File: config.mk
export PLATFORM = sky130hd
export DESIGN_NAME = ksa
export DESIGN_NICKNAME = d
export VERILOG_FILES = /design/src/rtl/arc4_pkg.sv /design/src/rtl/ksa.sv
export SDC_FILE = /design/constraint.sdc
export NUM_CORES = 1
export LEC_CHECK = 0
export CELL_PAD_IN_SITES_DETAIL_PLACEMENT = 1
export CELL_PAD_IN_SITES_GLOBAL_PLACEMENT = 1
export CORE_MARGIN = 5
export CORE_UTILIZATION = 41
export DETAILED_ROUTE_END_ITERATION = 8
export HOLD_SLACK_MARGIN = 0.03
export PLACE_DENSITY_LB_ADDON = 0.1
export SETUP_SLACK_MARGIN = 0.05
export SLEW_MARGIN = 20
export SYNTH_ARGS = -nofsm -noshare
export SYNTH_HDL_FRONTEND = slang
export SYNTH_SLANG_ARGS = --single-unit
File: constraint.sdc
create_clock -name clk -period 5.2 [get_ports clk]
set_input_delay 1.56 -clock clk [delete_from_list [all_inputs] [get_ports clk]]
set_output_delay 1.56 -clock clk [all_outputs]
set_load 0.05 [all_outputs]
File: src/rtl/arc4_pkg.sv
// Shared definitions for the ARC4 datapath blocks: FSM states, sizing
// constants and the key-byte selector used by the key schedule.
package arc4_pkg;

    localparam int KEY_BYTES = 3;
    localparam int S_DEPTH   = 256;

    typedef enum logic [2:0] {
        IDLE,
        READ_I,
        READ_J,
        WRITE_I,
        WRITE_J
    } state_e;

    // Byte 0 is the most significant byte of the 24-bit key.
    function automatic logic [7:0] key_byte(input logic [23:0] key, input logic [1:0] n);
        case (n)
            2'd0:    return key[23:16];
            2'd1:    return key[15:8];
            default: return key[7:0];
        endcase
    endfunction

endpackage

File: src/rtl/ksa.sv
// ARC4 key-scheduling engine: permutes the S memory in place, four cycles per
// index (read S[i], read S[j], write S[i], write S[j]).
module ksa
    import arc4_pkg::*;
(
    input  logic        clk,
    input  logic        rst_n,
    input  logic        en,
    output logic        rdy,
    input  logic [23:0] key,
    output logic [7:0]  addr,
    input  logic [7:0]  rddata,
    output logic [7:0]  wrdata,
    output logic        wren
);

    state_e      state_q;
    logic [7:0]  i_q;
    logic [7:0]  j_q;
    logic [7:0]  si_q;
    logic [1:0]  kidx_q;
    logic [23:0] key_q;
    logic [7:0]  j_d;

    // In READ_J rddata carries S[i]; the new j is needed combinationally as the next read address.
    assign j_d = j_q + rddata + key_byte(key_q, kidx_q);

    // NOTE: sequential state is updated only with non-blocking assignments so every
    // register samples the pre-edge values of the others.
    always_ff @(posedge clk or negedge rst_n) begin
        if (!rst_n) begin
            state_q <= IDLE;
            i_q     <= 8'd0;
            j_q     <= 8'd0;
            si_q    <= 8'd0;
            kidx_q  <= 2'd0;
            key_q   <= 24'd0;
        end else begin
            case (state_q)
                IDLE: begin
                    if (en) begin
                        key_q   <= key;
                        i_q     <= 8'd0;
                        j_q     <= 8'd0;
                        kidx_q  <= 2'd0;
                        state_q <= READ_I;
                    end
                end
                READ_I: begin
                    state_q <= READ_J;
                end
                READ_J: begin
                    si_q    <= rddata;
                    j_q     <= j_d;
                    state_q <= WRITE_I;
                end
                WRITE_I: begin
                    state_q <= WRITE_J;
                end
                WRITE_J: begin
                    if (i_q == 8'(S_DEPTH - 1)) begin
                        state_q <= IDLE;
                    end else begin
                        i_q     <= i_q + 8'd1;
                        kidx_q  <= (kidx_q == 2'(KEY_BYTES - 1)) ? 2'd0 : kidx_q + 2'd1;
                        state_q <= READ_I;
                    end
                end
                default: begin
                    state_q <= IDLE;
                end
            endcase
        end
    end

    // The S[j] write data and the j read address come straight from rddata,
    // so the memory-side outputs are decoded from the state rather than registered.
    always_comb begin
        // NOTE: every output gets a default first so no path through the case infers a latch.
        rdy    = 1'b0;
        addr   = 8'd0;
        wrdata = 8'd0;
        wren   = 1'b0;
        case (state_q)
            IDLE:    rdy = 1'b1;
            READ_I:  addr = i_q;
            READ_J:  addr = j_d;
            WRITE_I: begin
                addr   = i_q;
                wrdata = rddata;
                wren   = 1'b1;
            end
            WRITE_J: begin
                addr   = j_q;
                wrdata = si_q;
                wren   = 1'b1;
            end
            default: rdy = 1'b0;
        endcase
    end

endmodule
## Word level (Yosys, flattened, before mapping)

Index checks and enable logic that the tools add are counted.

| word-level totals | value |
|---|---|
| word-level logic and storage cells | 44 |
| input bits | 35 |
| bits in registers | 53 |

| cells by class | value |
|---|---|
| reductions and logical operators | 9 |
| add/subtract/negate cells | 4 |
| mux-type cells | 16 |
| equality and inequality tests | 9 |

Operators with widths:

| cell | number |
|---|---|
| $pmux W8 S2 | 4 |
| $pmux W8 S3 | 1 |
| $add A8 B8 Y8 | 2 |
| $mux W8 | 2 |
| $pmux W3 S5 | 1 |
| $add A8 B1 Y8 const B | 1 |
| $eq A8 B8 Y1 const B | 1 |
| $eq A3 B2 Y1 const B | 2 |
| $mux W2 | 3 |
| $ne A2 B2 Y1 const B | 2 |
| $pmux W2 S2 | 1 |
| $reduce_and A2 Y1 | 2 |
| $reduce_bool A2 Y1 | 2 |
| $reduce_or A2 Y1 | 2 |
| $eq A3 B1 Y1 const B | 1 |
| $eq A3 B3 Y1 const B | 1 |
| $logic_not A3 Y1 | 1 |
| $mux W1 | 3 |
| $mux W3 | 1 |
| $reduce_and A3 Y1 | 1 |
| $add A2 B1 Y2 const B | 1 |
| $eq A2 B1 Y1 const B | 1 |
| $eq A2 B2 Y1 const B | 1 |
| $logic_not A2 Y1 | 1 |

## Longest topological paths before layout

| depth | value |
|---|---|
| word-level depth | 4 |
| mapped depth | 15 |

## Least setup slack after synthesis

No wires, ideal clock.

| path | value |
|---|---|
| kind | input to output |
| start point | input rddata[1] |
| end point | output addr[7] |
| setup slack | -0.327 ns |
| stages | 12 |
| arrival | 3.967 ns |
| path through | inv_1 > fa_1 > inv_1 > ha_1 > inv_1 > fa_1 > nor2b_1 > nor3_1 > o21bai_1 > a21oi_1 > xnor2_1 > o21ai_1 |

| on the way | value |
|---|---|
| word-level cells in the longest chain between the ends | 3 |

RTL lines:

| item | RTL line | RTL |
|---|---|---|
| start: declaration | ksa.sv:12 | `input logic [7:0] rddata,` |
| $add A8 B8 Y8 (2 in series) | ksa.sv:26 | `assign j_d = j_q + rddata + key_byte(key_q, kidx_q);` |
| $pmux W8 S3 | ksa.sv:84 | `case (state_q)` |
| end: declaration | ksa.sv:11 | `output logic [7:0] addr,` |

Every way passes these cells.

## Final worst setup path

Same ends and word-level chain as after synthesis.

==> flow_summary.yaml <==
logic_synthesis:
  ys_types: 36
  sequential_area_share_after_synthesis_pct: 45.1
  synth.cell_area_um2: 2940
  yosys_synthesis_warning_count: 0
  syn_avg_cell_area_um2: 10.3
  post_synth_inst_count: 286
  synth.ff_latch_count: 53
  synthesis.nets: 336
  async_reset_ff_share_pct: 100
  synth_edf_count: 0
  synth-main-ff-cell: "dfrtp_1"
setup_path:
  critical_path.reg2reg.startpoint: "kidx_q[1]$_DFFE_PN0P_"
  setup.worst_path.start_class: "primary input"
  endpoint_kind: "output port"
  r2r_slack_ns: 2.14
  crit_path_max_fanout: 2
  critical_path.cell_chain: "buf_8, inv_4, fa_1, inv_2, ha_4, inv_2, fa_2, nor2b_4, nor3_2, o21bai_1, a21oi_2, xnor2_2, o21ai_2, buf_12"
  required_ns: 3.64
  max_stage_delay_ns: 0.42
  criticalPathCategory: "primary input to output port"
  critical_path_arrival_ns: 3.72
  worst_path_most_repeated_cell: "inv_2"
  crit_path_top_delay_cell: "fa_1"
  worst_r2r_path_depth: 14
  reg2reg_to: "j_q[7]$_DFFE_PN0P_"
layout:
  drive_above_1_share_pct: 19.4
  mostFrequentLayoutCells: "dfrtp_1, nand2_1, clkdlybuf4s50_1"
  final_nets: 400
  n_antenna_cell: 0
  layout_commonest_cell: "dfrtp_1"
  layout.core_utilization_pct: 58.1
  num-fill-cells: 741
  synthToLayoutAreaGrowth_pct: 35.7
global_routing:
  overflow_left_after_global_routing: 0
  gr-usage-all-layers_pct: 17.9
  top_usage_layer: "met2"
  first_global_vias: 2578
  groute.layer.met2.usage_pct: 31.7
  grt_max_degree: 54
  antenna_violations_before_repair: 0
  global_routing_usage_on_met1_pct: 22.4
  grt_util_met3_pct: 3.82
  grt_pass1_wl_um: 12500
min_path:
  timing.hold.worst_path_depth: 2
  min_from: "si_q[0]$_DFFE_PN0P_"
  end_point_of_the_worst_hold_path: "si_q[0]$_DFFE_PN0P_"
  timing.hold.worst.class: "flop to flop"
sta:
  max_slew.worst_pin.slew_ns: 0.864
  unrepaired_setup_endpoints_after_global_routing: "yes"
  final-hold-violation-count: 0
  period_minus_slack_ns: 5.28
  maxSlewViolCount: 0
  final.setup.worst_slack_ns: -0.0783
  fin_worst_skew_ns: 0.00569
  report.final.setup_viol: 1
  max_freq_ghz: 0.189
  final_min_period_over_clock_period_pct: 102
  slew_headroom_pct: 42.4
detailed_routing:
  drtIter0Drc: 50
  vias_per_cell: 5.13
  drc_errors: 0
  avgRoutedWirePerCell_um: 16.8
  first_pass_iters: 4
  antenna_viol_nets_final: 0
  dr_total_vias: 2290
  wirelength_um: 7500
floorplanning:
  ios: 53
  fp.dieArea_um2: 8970
  placementRows: 30
  coreArea_um2: 6870
  initial_core_util_pct: 42.8
  die-height_um: 94.7
  die_x_um: 94.7
clock_tree:
  cts_max_level: 2
  worstSkewPairLatency_ns: 0.30
  clock-root-buffer: "clkbuf_8"
  cts_bufs_inserted: 5
  clkSlewWorstSetupHoldPaths_ns: 0.09
  cts.path.max_buffers: 2
  clock_sink_count: 53
  cts_tree: "done"
  cts_hold_buf: 0
run_status:
  run_status: "finished with violations"
  failed_checks: "negative setup slack"
placed_design:
  final_estimated_routing_congestion_in_global_placement: 0.820
  dp_worst_setup_slack_ns: -0.674
  number_of_input_and_output_port_buffers_inserted: 52
  detailed_placement_wirelength_estimate_um: 5400
job:
  cap_violations: 0
cell families after synthesis:
group	count (synthesis)	share of synthesized area (%)
and+or+nand+nor	84	13.1
adders and majority gates	15	8.43
xor gates and xnor gates	13	3.87
buffers and inverters	30	4.47
muxes	32	11.9
AOI/OAI and AO/OA	59	13.1
DFF	53	45.1
critical path: cells and delay by family:
| family | cells | cell delay [ns] |
|---|---|---|
| adders and majority gates | 3 | 0.91 |
| AOI/OAI and AO/OA | 3 | 0.48 |
| xor gates and xnor gates | 1 | 0.15 |
| and+or+nand+nor | 2 | 0.19 |
| buffers and inverters | 5 | 0.43 |
synth_stat cells, types with 2 or more instances:
library cell   n  area, µm²
inv_1         15       56.3
buf_2          6       30.0
o21bai_1       2       15.0
nand2b_1       5       31.3
a21o_1         2       15.0
xor2_1         8       70.1
buf_4          3       22.5
nor2_1        19       71.3
nand4_1        3       18.8
ha_1           7       87.6
xnor2_1        5       43.8
o31ai_1        2       15.0
o22ai_1        2       12.5
o21ai_1       21        105
fa_1           8        160
mux2i_1        8       80.1
a21oi_1       12       60.1
mux2_1        24        270
o21ai_0        2       10.0
a22oi_1        5       37.5
nand2_1       44        165
clkbuf_1       6       22.5
nor3_1         2       10.0
a22o_1         8       70.1
nor2b_1        3       18.8
dfrtp_1       53       1330
and2_1         2       12.5
worst max-delay path by stage:
stage / startpoint / cells after the start / end / slack [ns]
final: rddata[1] / 14 / addr[7] / -0.08
after global routing: rddata[1] / 14 / addr[7] / -0.20
after CTS: rddata[1] / 14 / addr[7] / -0.13
after detailed placement: rddata[1] / 14 / addr[7] / -0.67
after global placement: rddata[1] / 14 / addr[7] / -0.62
after floorplan: rddata[1] / 12 / addr[7] / -0.07
layout make-up:
| class | instances | area, µm² | share of cell area [%] |
|---|---|---|---|
| Sequential cell | 53 | 1330 | 33.2 |
| Timing Repair Buffer | 72 | 743 | 18.6 |
| Inverter | 15 | 58.8 | 1.47 |
| Clock buffer | 5 | 68.8 | 1.73 |
| Multi-Input combinational cell | 203 | 1630 | 40.9 |
| Clock inverter | 2 | 38.8 | 0.972 |
| Tap cell | 96 | 120 | 3.01 |
registers in the layout, indices dropped and copies added (netlist names):
name and flops:
state_q 3, kidx_q 2, key_q 24, i_q 8, si_q 8, j_q 8
per-layer routing:
metal  up-vias  share of wire (%)
met5         -                  0
met1      1149                 44
met4         0               0.83
li1       1090                  -
met2        45                 51
met3         6                3.9
metrics by stage:
stage | cell area [µm²] | TNS, ns | std cells | hold WS, ns
after detailed placement | 3720 | -3.06 | 437 | 0.467
after global placement | 3720 | -2.66 | 437 | 0.457
after global routing | 3990 | -0.317 | 446 | 0.514
after CTS | 3930 | -0.204 | 446 | 0.491
final | 3990 | -0.0783 | 446 | 0.487
after floorplan | 2960 | -0.0748 | 286 | 0.446
timing repair:
| item | CTS | global route |
|---|---|---|
| endpoints found under the setup margin | 7 | 5 |
| cloned | 0 | 0 |
| pin swaps | 16 | 10 |
| resized for setup | 38 | 9 |
| setup buffers | 2 | 0 |
Power is not shown: default switching activity piles up to over one toggle a cycle in this logic, so the estimate is an artifact.
